File: src/rtl/rv_alu_pkg.sv
// Shared encodings for the R-type ALU sequencer: opcode/funct constants,
// sequencer state encoding and the decoder's unit-select bundle.
package rv_alu_pkg;
    localparam logic [6:0] OPCODE_OP   = 7'b0110011;
    localparam logic [6:0] FUNCT7_BASE = 7'h00;
    localparam logic [6:0] FUNCT7_ALT  = 7'h20;
    localparam logic [2:0] FUNCT3_SUB  = 3'h0;
    localparam logic [2:0] FUNCT3_SRA  = 3'h5;

    typedef enum logic [1:0] {
        ST_IDLE  = 2'd0,
        ST_ISSUE = 2'd1,
        ST_WAIT  = 2'd2,
        ST_DONE  = 2'd3
    } seq_state_t;

    typedef struct packed {
        logic base;
        logic extra;
        logic illegal;
    } unit_sel_t;
endpackage

File: src/rtl/alu_rr_decode.sv
// Combinational funct7/funct3 decode into a one-hot {base, extra, illegal} select.
module alu_rr_decode
    import rv_alu_pkg::*;
(
    input  logic [6:0] funct7,
    input  logic [2:0] funct3,
    output unit_sel_t  sel
);
    always_comb begin
        sel = '0;
        if (funct7 == FUNCT7_BASE)
            sel.base = 1'b1;
        else if (funct7 == FUNCT7_ALT && (funct3 == FUNCT3_SUB || funct3 == FUNCT3_SRA))
            sel.extra = 1'b1;
        else
            sel.illegal = 1'b1;
    end
endmodule

File: src/rtl/alu_rr_sequencer.sv
// One-at-a-time R-type sequencer: decode, strobe one ALU for a cycle, wait out
// its latency, then hold {rd, value} for writeback until accepted.
module alu_rr_sequencer
    import rv_alu_pkg::*;
#(
    parameter int ALU_LATENCY = 1,
    parameter int CNT_W       = 16
) (
    input  logic             clock,
    input  logic             reset,
    input  logic             flush,
    input  logic             in_valid,
    output logic             in_ready,
    input  logic [2:0]       in_funct3,
    input  logic [6:0]       in_funct7,
    input  logic [4:0]       in_rd,
    input  logic [31:0]      in_rs1_value,
    input  logic [31:0]      in_rs2_value,
    output logic             alu_base_enable,
    output logic             alu_extra_enable,
    output logic [2:0]       alu_funct3,
    output logic [31:0]      alu_rs1_value,
    output logic [31:0]      alu_rs2_value,
    input  logic [31:0]      alu_base_rd_value,
    input  logic [31:0]      alu_extra_rd_value,
    output logic             out_valid,
    input  logic             out_ready,
    output logic [4:0]       out_rd,
    output logic [31:0]      out_value,
    output logic             out_illegal,
    output logic [CNT_W-1:0] retired_count
);
    localparam int LAT_W = (ALU_LATENCY > 1) ? $clog2(ALU_LATENCY) : 1;

    seq_state_t       state, state_nxt;
    unit_sel_t        dec;
    logic             sel_extra;
    logic [LAT_W-1:0] lat_cnt;
    logic             accept;

    alu_rr_decode u_decode (
        .funct7 (in_funct7),
        .funct3 (in_funct3),
        .sel    (dec)
    );

    // flush blocks acceptance in the same cycle it aborts the current op
    assign in_ready         = (state == ST_IDLE) && !flush;
    assign accept           = in_valid && in_ready;
    assign alu_base_enable  = (state == ST_ISSUE) && !sel_extra;
    assign alu_extra_enable = (state == ST_ISSUE) &&  sel_extra;
    assign out_valid        = (state == ST_DONE);

    always_comb begin
        state_nxt = state;
        if (flush) begin
            state_nxt = ST_IDLE;
        end else begin
            case (state)
                ST_IDLE:  if (accept) state_nxt = (dec.base || dec.extra) ? ST_ISSUE : ST_DONE;
                ST_ISSUE: state_nxt = ST_WAIT;
                ST_WAIT:  if (lat_cnt == '0) state_nxt = ST_DONE;
                ST_DONE:  if (out_ready) state_nxt = ST_IDLE;
                default:  state_nxt = ST_IDLE;
            endcase
        end
    end

    always_ff @(posedge clock or posedge reset) begin
        if (reset) state <= ST_IDLE;
        else       state <= state_nxt;
    end

    always_ff @(posedge clock or posedge reset) begin
        if (reset) begin
            alu_funct3    <= '0;
            alu_rs1_value <= '0;
            alu_rs2_value <= '0;
            out_rd        <= '0;
            out_value     <= '0;
            out_illegal   <= 1'b0;
            sel_extra     <= 1'b0;
            lat_cnt       <= '0;
            retired_count <= '0;
        end else begin
            if (accept) begin
                alu_funct3    <= in_funct3;
                alu_rs1_value <= in_rs1_value;
                alu_rs2_value <= in_rs2_value;
                out_rd        <= in_rd;
                sel_extra     <= dec.extra;
                out_illegal   <= dec.illegal;
                if (dec.illegal) out_value <= '0;
            end
            if (state == ST_ISSUE)
                lat_cnt <= LAT_W'(ALU_LATENCY - 1);
            if (state == ST_WAIT && !flush) begin
                if (lat_cnt == '0)
                    out_value <= sel_extra ? alu_extra_rd_value : alu_base_rd_value;
                else
                    lat_cnt <= lat_cnt - LAT_W'(1);
            end
            if (state == ST_DONE && out_ready && !flush)
                retired_count <= retired_count + CNT_W'(1);
        end
    end
endmodule

File: config.mk
export PLATFORM = sky130hd
export DESIGN_NAME = alu_rr_sequencer
export DESIGN_NICKNAME = d
export VERILOG_FILES = /design/src/rtl/rv_alu_pkg.sv /design/src/rtl/alu_rr_decode.sv /design/src/rtl/alu_rr_sequencer.sv
export SDC_FILE = /design/constraint.sdc
export NUM_CORES = 1
export LEC_CHECK = 0
export CAP_MARGIN = 30
export CELL_PAD_IN_SITES_DETAIL_PLACEMENT = 0
export CELL_PAD_IN_SITES_GLOBAL_PLACEMENT = 1
export CORE_MARGIN = 4
export CORE_UTILIZATION = 32
export DETAILED_ROUTE_END_ITERATION = 10
export PLACE_DENSITY = 0.82
export REMOVE_ABC_BUFFERS = 1
export SETUP_SLACK_MARGIN = 0.15
export SYNTH_ARGS = -nofsm -noshare
export SYNTH_HDL_FRONTEND = slang
export SYNTH_HIERARCHICAL = 1
export SYNTH_SLANG_ARGS = --single-unit
export TNS_END_PERCENT = 1
File: constraint.sdc
create_clock -name clock -period 7.34 [get_ports clock]
set_input_delay 1.468 -clock clock [delete_from_list [all_inputs] [get_ports clock]]
set_output_delay 1.468 -clock clock [all_outputs]
set_load 0.01 [all_outputs]
==> load_flow_metrics.sql, run 1 <==
INSERT INTO impl_metrics (metric_group, metric, value, unit) VALUES
('timing', 'setup-tns-final', '0', 'ns'),
('clocking', 'insertion_delay', '0.40', 'ns'),
('timing', 'timing.clock.skew', '0.00830', 'ns'),
('clocking', 'postCtsSetupRepairBufs', '0', ''),
('clocking', 'cts_tree', 'done', ''),
('detailed_routing', 'wl_met2', '7140', 'um'),
('global_route', 'grt_use_total', '0.157', ''),
('logic_synthesis', 'synth_area_leaders', 'sky130_fd_sc_hd__dfrtp_1 (60%), sky130_fd_sc_hd__mux2_2 (16%), sky130_fd_sc_hd__mux2i_1 (6.3%)', ''),
('logic_synthesis', 'postSynthRegisterBits', '125', ''),
('die', 'die_area', '0.0185', 'mm2'),
('final_layout', 'final_cell_count_no_fill', '899', ''),
('detailed_routing', 'm1WireLength', '5710', 'um'),
('global_route', 'grt_antenna_before_repair', '0', ''),
('placed_design', 'dpl.hpwl', '11300', 'um'),
('die', 'boundaryPins', '273', ''),
('detailed_routing', 'first_pass_iters', '4', ''),
('timing', 'final.min_clock_period', '4.25', 'ns'),
('flow_run', 'cap_viol_max_count', '0', ''),
('logic_synthesis', 'syn-mean-instance-area', '13.3', 'um2'),
('global_route', 'grt_pass1_wl', '22400', 'um'),
('logic_synthesis', 'yosysMostFrequentCell', 'sky130_fd_sc_hd__dfrtp_1', ''),
('logic_synthesis', 'post_synth_most_frequent_cells', 'sky130_fd_sc_hd__dfrtp_1 (125), sky130_fd_sc_hd__mux2_2 (75), sky130_fd_sc_hd__nand2_1 (39)', ''),
('timing', 'grt_setup_unrepaired', 'no', ''),
('timing', 'layout_worst_path_cycle_share', '0.579', ''),
('critical_path', 'worstRegToRegCells', '5', ''),
('clocking', 'clkTransAtPathRegs', '0.06', 'ns'),
('clocking', 'cts.hold.buffers_added', '0', ''),
('detailed_routing', 'wl_met3', '1670', 'um'),
('clocking', 'ctsRootBufferMaster', 'sky130_fd_sc_hd__clkbuf_16', ''),
('detailed_routing', 'dr_wl_cell', '16.4', 'um'),
('critical_path', 'critPathRequiredTime', '5.87', 'ns'),
('clocking', 'cts_inserted_buffers', '17', ''),
('detailed_routing', 'initialDrtViolationCount', '123', ''),
('pwr', 'cellPowerDensity', '362', 'mW/mm2'),
('logic_synthesis', 'synthesis.yosys.warnings', '6', ''),
('outcome', 'run_status', 'completed', ''),
('timing', 'timing.hold.ws', '0.482', 'ns'),
('clocking', 'clkSinkCount', '125', ''),
('die', 'die-height', '136', 'um'),
('placed_design', 'place_congestion', '0.746', ''),
('die', 'die_width', '136', 'um'),
('detailed_routing', 'avgViaCountPerCell', '4.50', ''),
('placed_design', 'place_inst', '867', ''),
('min_path', 'hold-path-cell-count', '2', ''),
('detailed_routing', 'route.final.wire_length', '14800', 'um'),
('logic_synthesis', 'postSynth.topFlopCell', 'sky130_fd_sc_hd__dfrtp_1', ''),
('critical_path', 'critical_path_arrival', '2.78', 'ns'),
('clocking', 'cts-root-to-sink-buffers', '2', ''),
('timing', 'setup_viol_count_final', '0', ''),
('logic_synthesis', 'synthDistinctLibCells', '33', ''),
('critical_path', 'setup.worst_path.end_class', 'output port', ''),
('timing', 'finalHoldViolCount', '0', ''),
('final_layout', 'num_antenna_cells', '0', ''),
('clocking', 'htree_num_levels', '4', ''),
('detailed_routing', 'route.vias.total', '4042', ''),
('detailed_routing', 'drtAntennaViolNets', '0', ''),
('detailed_routing', 'drc', '0', ''),
('pwr', 'leakagePower', '3.62', 'nW'),
('critical_path', 'crit_type', 'primary input to output port', ''),
('final_layout', 'num-fill-cells', '1363', ''),
('logic_synthesis', 'biggest_area_consumer_among_synthesized_cells', 'sky130_fd_sc_hd__dfrtp_1', ''),
('die', 'core', '0.0160', 'mm2'),
('placed_design', 'port_buffer_count', '272', ''),
('logic_synthesis', 'seq_area_frac_synth', '0.596', ''),
('logic_synthesis', 'synth_cells', '395', ''),
('global_route', 'number_of_global_route_vias_before_repair', '4299', ''),
('critical_path', 'critical_path.startpoint_type', 'primary input', ''),
('global_route', 'grt_max_degree', '75', ''),
('timing', 'worstMarginPinSlew', '0.968', 'ns'),
('pwr', 'total_power', '3.17', 'mW'),
('placed_design', 'place_worst_setup_slack', '3.08', 'ns');
## registers in the layout (all words and copies together), names as in the netlist
register and flops:
out_rd 5, out_illegal 1, alu_rs2_value 32, lat_cnt 1, alu_funct3 3, retired_count 16
alu_rs1_value 32, sel_extra 1, out_value 32, state 2
## layout by cell type (no fill, tap or decap), types with 2 or more instances in the layout
cell / count
sky130_fd_sc_hd__o21ai_0: 33
sky130_fd_sc_hd__clkbuf_1: 2
sky130_fd_sc_hd__mux2i_1: 33
sky130_fd_sc_hd__xor2_1: 7
sky130_fd_sc_hd__ha_1: 6
sky130_fd_sc_hd__inv_1: 6
sky130_fd_sc_hd__a211oi_1: 2
sky130_fd_sc_hd__nor3_1: 2
sky130_fd_sc_hd__inv_6: 2
sky130_fd_sc_hd__nand2_1: 38
sky130_fd_sc_hd__mux2_2: 75
sky130_fd_sc_hd__and2b_2: 2
sky130_fd_sc_hd__nand2b_1: 2
sky130_fd_sc_hd__and3_1: 2
sky130_fd_sc_hd__clkdlybuf4s50_1: 272
sky130_fd_sc_hd__dfrtp_1: 124
sky130_fd_sc_hd__nor2_1: 10
sky130_fd_sc_hd__clkbuf_16: 17
sky130_fd_sc_hd__xnor2_1: 9
sky130_fd_sc_hd__clkinv_4: 3
sky130_fd_sc_hd__clkinv_2: 2
sky130_fd_sc_hd__nand4_1: 3
sky130_fd_sc_hd__clkinvlp_4: 4
sky130_fd_sc_hd__nand3_1: 7
## routing by layer
metal | vias to the layer above | track usage
met4 | 0 | 0.0532
met2 | 191 | 0.266
li1 | 1922 | -
met1 | 1913 | 0.174
met3 | 16 | 0.0711
met5 | - | 0
## worst paths after layout
kind                                    start           endpoint  slack (ns)
worst min register to register  out_value[28]      out_value[28]        0.48
worst min-delay path            out_value[28]      out_value[28]        0.48
min in group asynchronous               reset   alu_rs1_value[6]        1.52
worst max-delay path                    flush           in_ready        3.09
worst max register to register       state[0]   alu_rs2_value[7]        5.10
max in group asynchronous               reset  alu_rs2_value[28]        4.46
## worst max-delay path, stage by stage
cell	delay, ns
sky130_fd_sc_hd__clkdlybuf4s50_1	0.49
sky130_fd_sc_hd__and2b_2	0.29
sky130_fd_sc_hd__clkdlybuf4s50_1	0.54
## through the flow
stage	cell area [um2]	utilization
after global placement	8160	0.510
final	8730	0.546
after CTS	8730	0.546
after detailed placement	8170	0.511
after floorplan	5150	-
after global routing	8730	0.546
## kinds of logic after synthesis
family	synth area share
xor gates and xnor gates	0.0267
and+or+nand+nor	0.0756
muxes	0.224
AOI/OAI and AO/OA	0.0393
adders and majority gates	0.0143
buffers and inverters	0.0241
DFF	0.596
## layout make-up
cell class	count	area, um2	share of cell area
flip-flops and latches	125	3130	0.358
repair buffers	274	2750	0.314
multi-input cells	245	2000	0.229
clock buffers	20	447	0.0511
well taps	216	270	0.0309
clock inverters	12	114	0.0130
inverters	7	28.8	0.00329
## report_power, final
part           switching (mW)  leakage (nW)  internal (mW)
Combinational           0.491          1.81          0.772
Sequential              0.147          1.55          0.970
Clock                   0.309         0.263          0.477
Total                   0.947          3.62           2.22
Note: power is estimated with default switching activity, not from simulation.
==> run 2: changes to the inputs <==
- CORE_UTILIZATION: 32 -> 27
- PLACE_DENSITY: 0.82 -> 0.73
- clock period: 7.34 -> 3.56 ns (I/O delays scaled with it)
==> run 2 against run 1 <==
Effect of this change: sequential share of layout area fell by 0.56 points; first-iteration DRC count down 33%; sequential cell count unchanged; utilization is 7.6 points lower; final area grew 1.6%; register-to-register slack worse by 3.7 ns; critical path type unchanged.
==> load_flow_metrics.sql, run 2 (synthesis gave the netlist of run 1 again) <==
INSERT INTO impl_metrics (metric_group, metric, value, unit) VALUES
('placed_design', 'place_inst', '913', ''),
('clocking', 'cts.hold.buffers_added', '0', ''),
('detailed_routing', 'first_pass_iters', '4', ''),
('critical_path', 'worstPathMaxFanout', '6', ''),
('global_route', 'groute.layer.met3.usage', '0.0579', ''),
('timing', 'finalHoldViolCount', '0', ''),
('die', 'floorplan.rows', '50', ''),
('critical_path', 'worst_r2r_startpoint', 'state[0]', ''),
('global_route', 'number_of_global_route_vias_before_repair', '4339', ''),
('critical_path', 'crit_type', 'primary input to output port', ''),
('clocking', 'htree_num_levels', '4', ''),
('min_path', 'launch_point_of_the_worst_hold_path', 'retired_count[15]', ''),
('final_layout', 'layout.cells.most_common', 'sky130_fd_sc_hd__clkdlybuf4s50_1', ''),
('outcome', 'run_status', 'completed', ''),
('detailed_routing', 'initialDrtViolationCount', '83', ''),
('final_layout', 'finalNetCount', '827', ''),
('timing', 'grt_setup_unrepaired', 'no', ''),
('global_route', 'grt-busiest-layer', 'met2', ''),
('detailed_routing', 'route.final.wire_length', '15000', 'um'),
('timing', 'max_clock_freq', '363', 'MHz'),
('pwr', 'netSwitchingPower', '1.93', 'mW'),
('timing', 'layout_worst_path_cycle_share', '0.774', ''),
('pwr', 'total_power', '6.63', 'mW'),
('detailed_routing', 'avgViaCountPerCell', '4.28', ''),
('die', 'core', '0.0189', 'mm2'),
('critical_path', 'worstRegToRegCells', '6', ''),
('critical_path', 'reg2reg_setup_slack', '1.38', 'ns'),
('die', 'boundaryPins', '273', ''),
('final_layout', 'largest_registers', 'alu_rs1_value: 32 flops, alu_rs2_value: 32 flops, out_value: 32 flops', ''),
('critical_path', 'critPathRequiredTime', '2.85', 'ns'),
('final_layout', 'num_antenna_cells', '0', ''),
('global_route', 'overflow', '0', ''),
('global_route', 'grt_use_total', '0.140', ''),
('global_route', 'grt_use_met2', '0.238', ''),
('final_layout', 'area.sequential', '0.00313', 'mm2'),
('clocking', 'cts_tree', 'done', ''),
('global_route', 'grtUsageMet1', '0.156', ''),
('global_route', 'grt_antenna_before_repair', '0', ''),
('die', 'die_width', '147', 'um'),
('final_layout', 'final_cell_count_no_fill', '946', ''),
('min_path', 'hold_class', 'register to register', ''),
('final_layout', 'fin_util', '0.470', ''),
('critical_path', 'timing.rr.end', 'alu_rs2_value[7]', ''),
('final_layout', 'multi_input_area', '0.00200', 'mm2'),
('timing', 'timing.clock.skew', '0.00833', 'ns'),
('placed_design', 'dpl.hpwl', '11700', 'um'),
('pwr', 'share_comb_of_total_power', '0.393', ''),
('clocking', 'ctsRootBufferMaster', 'sky130_fd_sc_hd__clkbuf_16', ''),
('timing', 'setup_viol_count_final', '0', ''),
('detailed_routing', 'route.vias.total', '4053', ''),
('global_route', 'grt_pass1_wl', '23700', 'um'),
('critical_path', 'critical_path.startpoint_type', 'primary input', ''),
('pwr', 'cellPowerDensity', '747', 'mW/mm2'),
('clocking', 'cts_inserted_buffers', '17', ''),
('final_layout', 'final_layout_size_suffix_gt1_frac', '0.178', ''),
('flow_run', 'cap_viol_max_count', '0', ''),
('pwr', 'leakagePower', '3.67', 'nW'),
('die', 'die-height', '147', 'um'),
('placed_design', 'place_congestion', '0.727', ''),
('timing', 'final.min_clock_period', '2.75', 'ns'),
('pwr', 'power.switching_fraction', '0.291', ''),
('timing', 'final-max-slew-violation-count', '0', ''),
('final_layout', 'layout_common_cells', 'sky130_fd_sc_hd__clkdlybuf4s50_1 (272), sky130_fd_sc_hd__dfrtp_1 (124), sky130_fd_sc_hd__mux2_2 (75)', ''),
('timing', 'worstMarginPinSlew', '0.759', 'ns'),
('critical_path', 'setup.worst_path.end_class', 'output port', ''),
('clocking', 'clkSinkCount', '125', ''),
('detailed_routing', 'drc', '0', ''),
('pwr', 'intPower', '4.70', 'mW'),
('final_layout', 'num-fill-cells', '1724', ''),
('die', 'start_util', '0.278', ''),
('detailed_routing', 'drtAntennaViolNets', '0', ''),
('final_layout', 'area_growth_syn_to_layout', '69.1', '%'),
('clocking', 'postcts_resize_cnt', '0', ''),
('detailed_routing', 'dr_wl_cell', '15.8', 'um'),
('min_path', 'whs_endpoint', 'retired_count[15]', ''),
('pwr', 'power_frac_seq', '0.348', ''),
('global_route', 'grt_max_degree', '59', ''),
('timing', 'relSlewSlack', '0.494', ''),
('pwr', 'clock_power_share', '0.259', ''),
('die', 'die_area', '0.0217', 'mm2'),
('clocking', 'clkTransAtPathRegs', '0.05', 'ns'),
('critical_path', 'critical_path_arrival', '2.04', 'ns'),
('pwr', 'irDropWorstVdd', '0.301', 'mV'),
('clocking', 'postCtsSetupRepairBufs', '0', ''),
('placed_design', 'port_buffer_count', '272', ''),
('min_path', 'hold-path-cell-count', '1', ''),
('clocking', 'insertion_delay', '0.41', 'ns'),
('clocking', 'cts-root-to-sink-buffers', '2', '');
[run 2: through the flow]
| stage | area (um2) | hold slack (ns) | setup TNS [ns] | setup WS [ns] |
|---|---|---|---|---|
| after floorplan | 5150 | 0.508 | -59.95 | -0.480 |
| after global placement | 8260 | 0.461 | 0 | 0.791 |
| after detailed placement | 8260 | 0.470 | 0 | 0.761 |
| after CTS | 8860 | 0.478 | 0 | 0.791 |
| after global routing | 8870 | 0.502 | 0 | 0.758 |
| final | 8870 | 0.472 | 0 | 0.805 |
[run 2: power groups by stage]
stage          Sequential (mW)  Clock (mW)  Combinational, mW
2_1_floorplan             2.58           0              0.789
3_3_place_gp              2.31           0               2.61
3_5_place_dp              2.33           0               2.65
4_1_cts                   2.32        1.78               2.65
5_1_grt                   2.39        1.85               2.80
6_report                  2.31        1.72               2.61
[run 2: per-layer routing]
metal	share of wire	vias to the layer above
met3	0.095	22
li1	-	1922
met4	0.022	0
met5	0	-
met2	0.50	187
met1	0.38	1922
[run 2: area by class of cell]
cell class,instances,area share
sequential,125,0.353
timing repair buffer,277,0.315
multi-input combinational,245,0.225
clock buffer,23,0.0550
tap,260,0.0367
clock inverter,9,0.0123
inverter,7,0.00324
[run 2: critical path: stages]
cell and delay (ns):
sky130_fd_sc_hd__clkdlybuf4s50_1 0.50, sky130_fd_sc_hd__and2b_2 0.29, sky130_fd_sc_hd__clkdlybuf4s50_1 0.54
[run 2: worst max-delay path by stage]
stage	start	end	slack, ns	cells past startpoint
final	flush	in_ready	0.81	3
after floorplan	reset	alu_funct3[0]	-0.48	1
after global placement	in_funct3[2]	out_value[12]	0.79	8
after global routing	flush	in_ready	0.76	3
after CTS	flush	in_ready	0.79	3
after detailed placement	flush	alu_rs2_value[10]	0.76	5
==> run 3: changes to the inputs <==
- clock period: 3.56 -> 2.5 ns (I/O delays scaled with it)
==> run 3 against run 2 <==
Effect of this change: worst hold slack worse by 0.022 ns; sequential power up 42%; sequential share of layout area down 0.28 points; final area up 0.80%; combinational power up 43%; cell count up 0.53%; total power up 44%; via count up 0.67%; critical path depth up 1; clock skew up 0.0033 ns; largest cell class unchanged; largest power group unchanged.
==> load_flow_metrics.sql, run 3 (synthesis gave the netlist of run 1 again) <==
INSERT INTO impl_metrics (metric_group, metric, value, unit) VALUES
('die', 'floorplan.rows', '50', ''),
('clocking', 'ctsRootBufferMaster', 'sky130_fd_sc_hd__clkbuf_16', ''),
('timing', 'grt_setup_unrepaired', 'yes', ''),
('detailed_routing', 'maxUsedRoutingLayer', 'met4', ''),
('timing', 'worstMarginPinSlew', '0.580', 'ns'),
('detailed_routing', 'avgViaCountPerCell', '4.29', ''),
('detailed_routing', 'route.vias.total', '4080', ''),
('placed_design', 'place_congestion', '0.772', ''),
('timing', 'final.min_clock_period', '2.31', 'ns'),
('global_route', 'grt_pass1_wl', '24500', 'um'),
('placed_design', 'port_buffer_count', '272', ''),
('pwr', 'cellPowerDensity', '1070', 'mW/mm2'),
('global_route', 'grt_use_total', '0.144', ''),
('critical_path', 'critPathRequiredTime', '2.00', 'ns'),
('pwr', 'netSwitchingPower', '2.82', 'mW'),
('clocking', 'insertion_delay', '0.41', 'ns'),
('critical_path', 'worstPathMaxFanout', '4', ''),
('timing', 'finalHoldViolCount', '0', ''),
('die', 'core', '0.0189', 'mm2'),
('global_route', 'grt_max_degree', '50', ''),
('clocking', 'cts-root-to-sink-buffers', '2', ''),
('timing', 'relSlewSlack', '0.613', ''),
('pwr', 'irDropWorstVdd', '0.413', 'mV'),
('clocking', 'htree_num_levels', '4', ''),
('timing', 'max_clock_freq', '433', 'MHz'),
('clocking', 'clkSinkCount', '125', ''),
('die', 'start_util', '0.278', ''),
('final_layout', 'final_layout_size_suffix_gt1_frac', '0.190', ''),
('die', 'boundaryPins', '273', ''),
('timing', 'final-max-slew-violation-count', '0', ''),
('timing', 'timing.clock.skew', '0.0116', 'ns'),
('global_route', 'grt_antenna_before_repair', '0', ''),
('final_layout', 'finalNetCount', '832', ''),
('final_layout', 'area_growth_syn_to_layout', '70.5', '%'),
('final_layout', 'num-fill-cells', '1740', ''),
('detailed_routing', 'first_pass_iters', '6', ''),
('final_layout', 'num_antenna_cells', '0', ''),
('flow_run', 'cap_viol_max_count', '0', ''),
('critical_path', 'critical_path.startpoint_type', 'register', ''),
('critical_path', 'critical_path_arrival', '1.81', 'ns'),
('pwr', 'share_comb_of_total_power', '0.390', ''),
('clocking', 'cts_inserted_buffers', '17', ''),
('pwr', 'clock_power_share', '0.265', ''),
('pwr', 'intPower', '6.72', 'mW'),
('outcome', 'run_status', 'completed', ''),
('detailed_routing', 'drc', '0', ''),
('global_route', 'overflow', '0', ''),
('global_route', 'number_of_global_route_vias_before_repair', '4482', ''),
('detailed_routing', 'dr_wl_cell', '16.2', 'um'),
('critical_path', 'setup.worst_path.end_class', 'output port', ''),
('timing', 'setup_viol_count_final', '0', ''),
('die', 'die-height', '147', 'um'),
('detailed_routing', 'm1WireLength', '6170', 'um'),
('detailed_routing', 'initialDrtViolationCount', '147', ''),
('final_layout', 'largest_registers', 'alu_rs1_value: 32 flops, alu_rs2_value: 32 flops, out_value: 32 flops', ''),
('die', 'die_width', '147', 'um'),
('detailed_routing', 'drtAntennaViolNets', '0', ''),
('detailed_routing', 'wl_met2', '7780', 'um'),
('clocking', 'clkTransAtPathRegs', '0.06', 'ns'),
('clocking', 'cts.hold.buffers_added', '0', ''),
('clocking', 'cts_tree', 'done', ''),
('die', 'die_area', '0.0217', 'mm2'),
('timing', 'layout_worst_path_cycle_share', '0.923', ''),
('final_layout', 'layout.cells.most_common', 'sky130_fd_sc_hd__clkdlybuf4s50_1', ''),
('detailed_routing', 'route.final.wire_length', '15400', 'um'),
('placed_design', 'dpl.hpwl', '11900', 'um'),
('min_path', 'hold_class', 'primary input to async pin', ''),
('detailed_routing', 'wl_met3', '1170', 'um'),
('pwr', 'power_frac_seq', '0.345', ''),
('critical_path', 'crit_type', 'register to output port', ''),
('pwr', 'total_power', '9.54', 'mW'),
('final_layout', 'layout_common_cells', 'sky130_fd_sc_hd__clkdlybuf4s50_1 (270), sky130_fd_sc_hd__dfrtp_1 (124), sky130_fd_sc_hd__mux2_2 (75)', ''),
('final_layout', 'fin_util', '0.473', ''),
('pwr', 'leakagePower', '3.71', 'nW'),
('pwr', 'power.switching_fraction', '0.295', '');
run 3: cell types whose count changed in the layout (fill, tap and decap cells not counted), moves of 2 or more:
cell                              change
sky130_fd_sc_hd__buf_4                +4
sky130_fd_sc_hd__clkbuf_8             -3
sky130_fd_sc_hd__buf_12               +2
sky130_fd_sc_hd__clkbuf_1             -2
sky130_fd_sc_hd__clkdlybuf4s50_1      -2
sky130_fd_sc_hd__clkinvlp_4           +2
sky130_fd_sc_hd__ha_1                 -2
sky130_fd_sc_hd__ha_2                 +2
run 3: through the flow:
| stage | hold WS [ns] | instance area [um2] | setup TNS [ns] | setup WS (ns) | instances |
|---|---|---|---|---|---|
| floorplan | 0.508 | 5150 | -205.30 | -1.33 | 377 |
| global placement | 0.461 | 8330 | -0.291 | -0.0263 | 919 |
| detailed placement | 0.471 | 8330 | -0.184 | -0.0231 | 919 |
| CTS | 0.453 | 8940 | 0 | 0.119 | 951 |
| global route | 0.483 | 8940 | 0 | 0.104 | 951 |
| finish | 0.450 | 8940 | 0 | 0.192 | 951 |
run 3: power groups by stage:
| stage | clock network (mW) | registers, mW | logic (mW) |
|---|---|---|---|
| 5_1_grt | 2.71 | 3.41 | 4.01 |
| 3_3_place_gp | 0 | 3.28 | 3.74 |
| 3_5_place_dp | 0 | 3.32 | 3.80 |
| 6_report | 2.52 | 3.29 | 3.72 |
| 4_1_cts | 2.62 | 3.30 | 3.80 |
| 2_1_floorplan | 0 | 3.67 | 1.12 |
run 3: what timing repair did:
item,in CTS,in global routing
cloned,0,0
resized for setup,2,2
endpoints found under the setup margin,3,2
setup buffers,0,0
run 3: per-layer routing:
layer / vias up / track usage
li1: 1938 / -
met1: 1938 / 0.165
met2: 184 / 0.249
met3: 20 / 0.0494
met4: 0 / 0.0573
met5: - / 0
run 3: worst max-delay path: stages (launching register included):
cell                              delay (ns)
sky130_fd_sc_hd__dfrtp_1                0.41
sky130_fd_sc_hd__inv_1                  0.13
sky130_fd_sc_hd__ha_2                   0.21
sky130_fd_sc_hd__and2_1                 0.13
sky130_fd_sc_hd__clkdlybuf4s50_1        0.53
run 3: final timing paths:
path / start / end / slack (ns) / cells after the start
max: state[1] / alu_extra_enable / 0.19 / 4
min in group clock: retired_count[15] / retired_count[15] / 0.48 / 1
max reg2reg: state[0] / alu_rs1_value[16] / 0.69 / 6
max in group asynchronous: reset / alu_rs2_value[8] / 1.43 / 3
min reg2reg: retired_count[15] / retired_count[15] / 0.48 / 1
min: reset / alu_funct3[1] / 0.45 / 2
run 3: cell type report:
cell class / count / area, um2 / share of cell area
Tap cell: 260 / 325 / 0.0364
Clock buffer: 18 / 439 / 0.0491
Inverter: 7 / 28.8 / 0.00322
Multi-Input combinational cell: 245 / 2010 / 0.224
Clock inverter: 14 / 168 / 0.0187
Sequential cell: 125 / 3130 / 0.350
Timing Repair Buffer: 282 / 2850 / 0.319
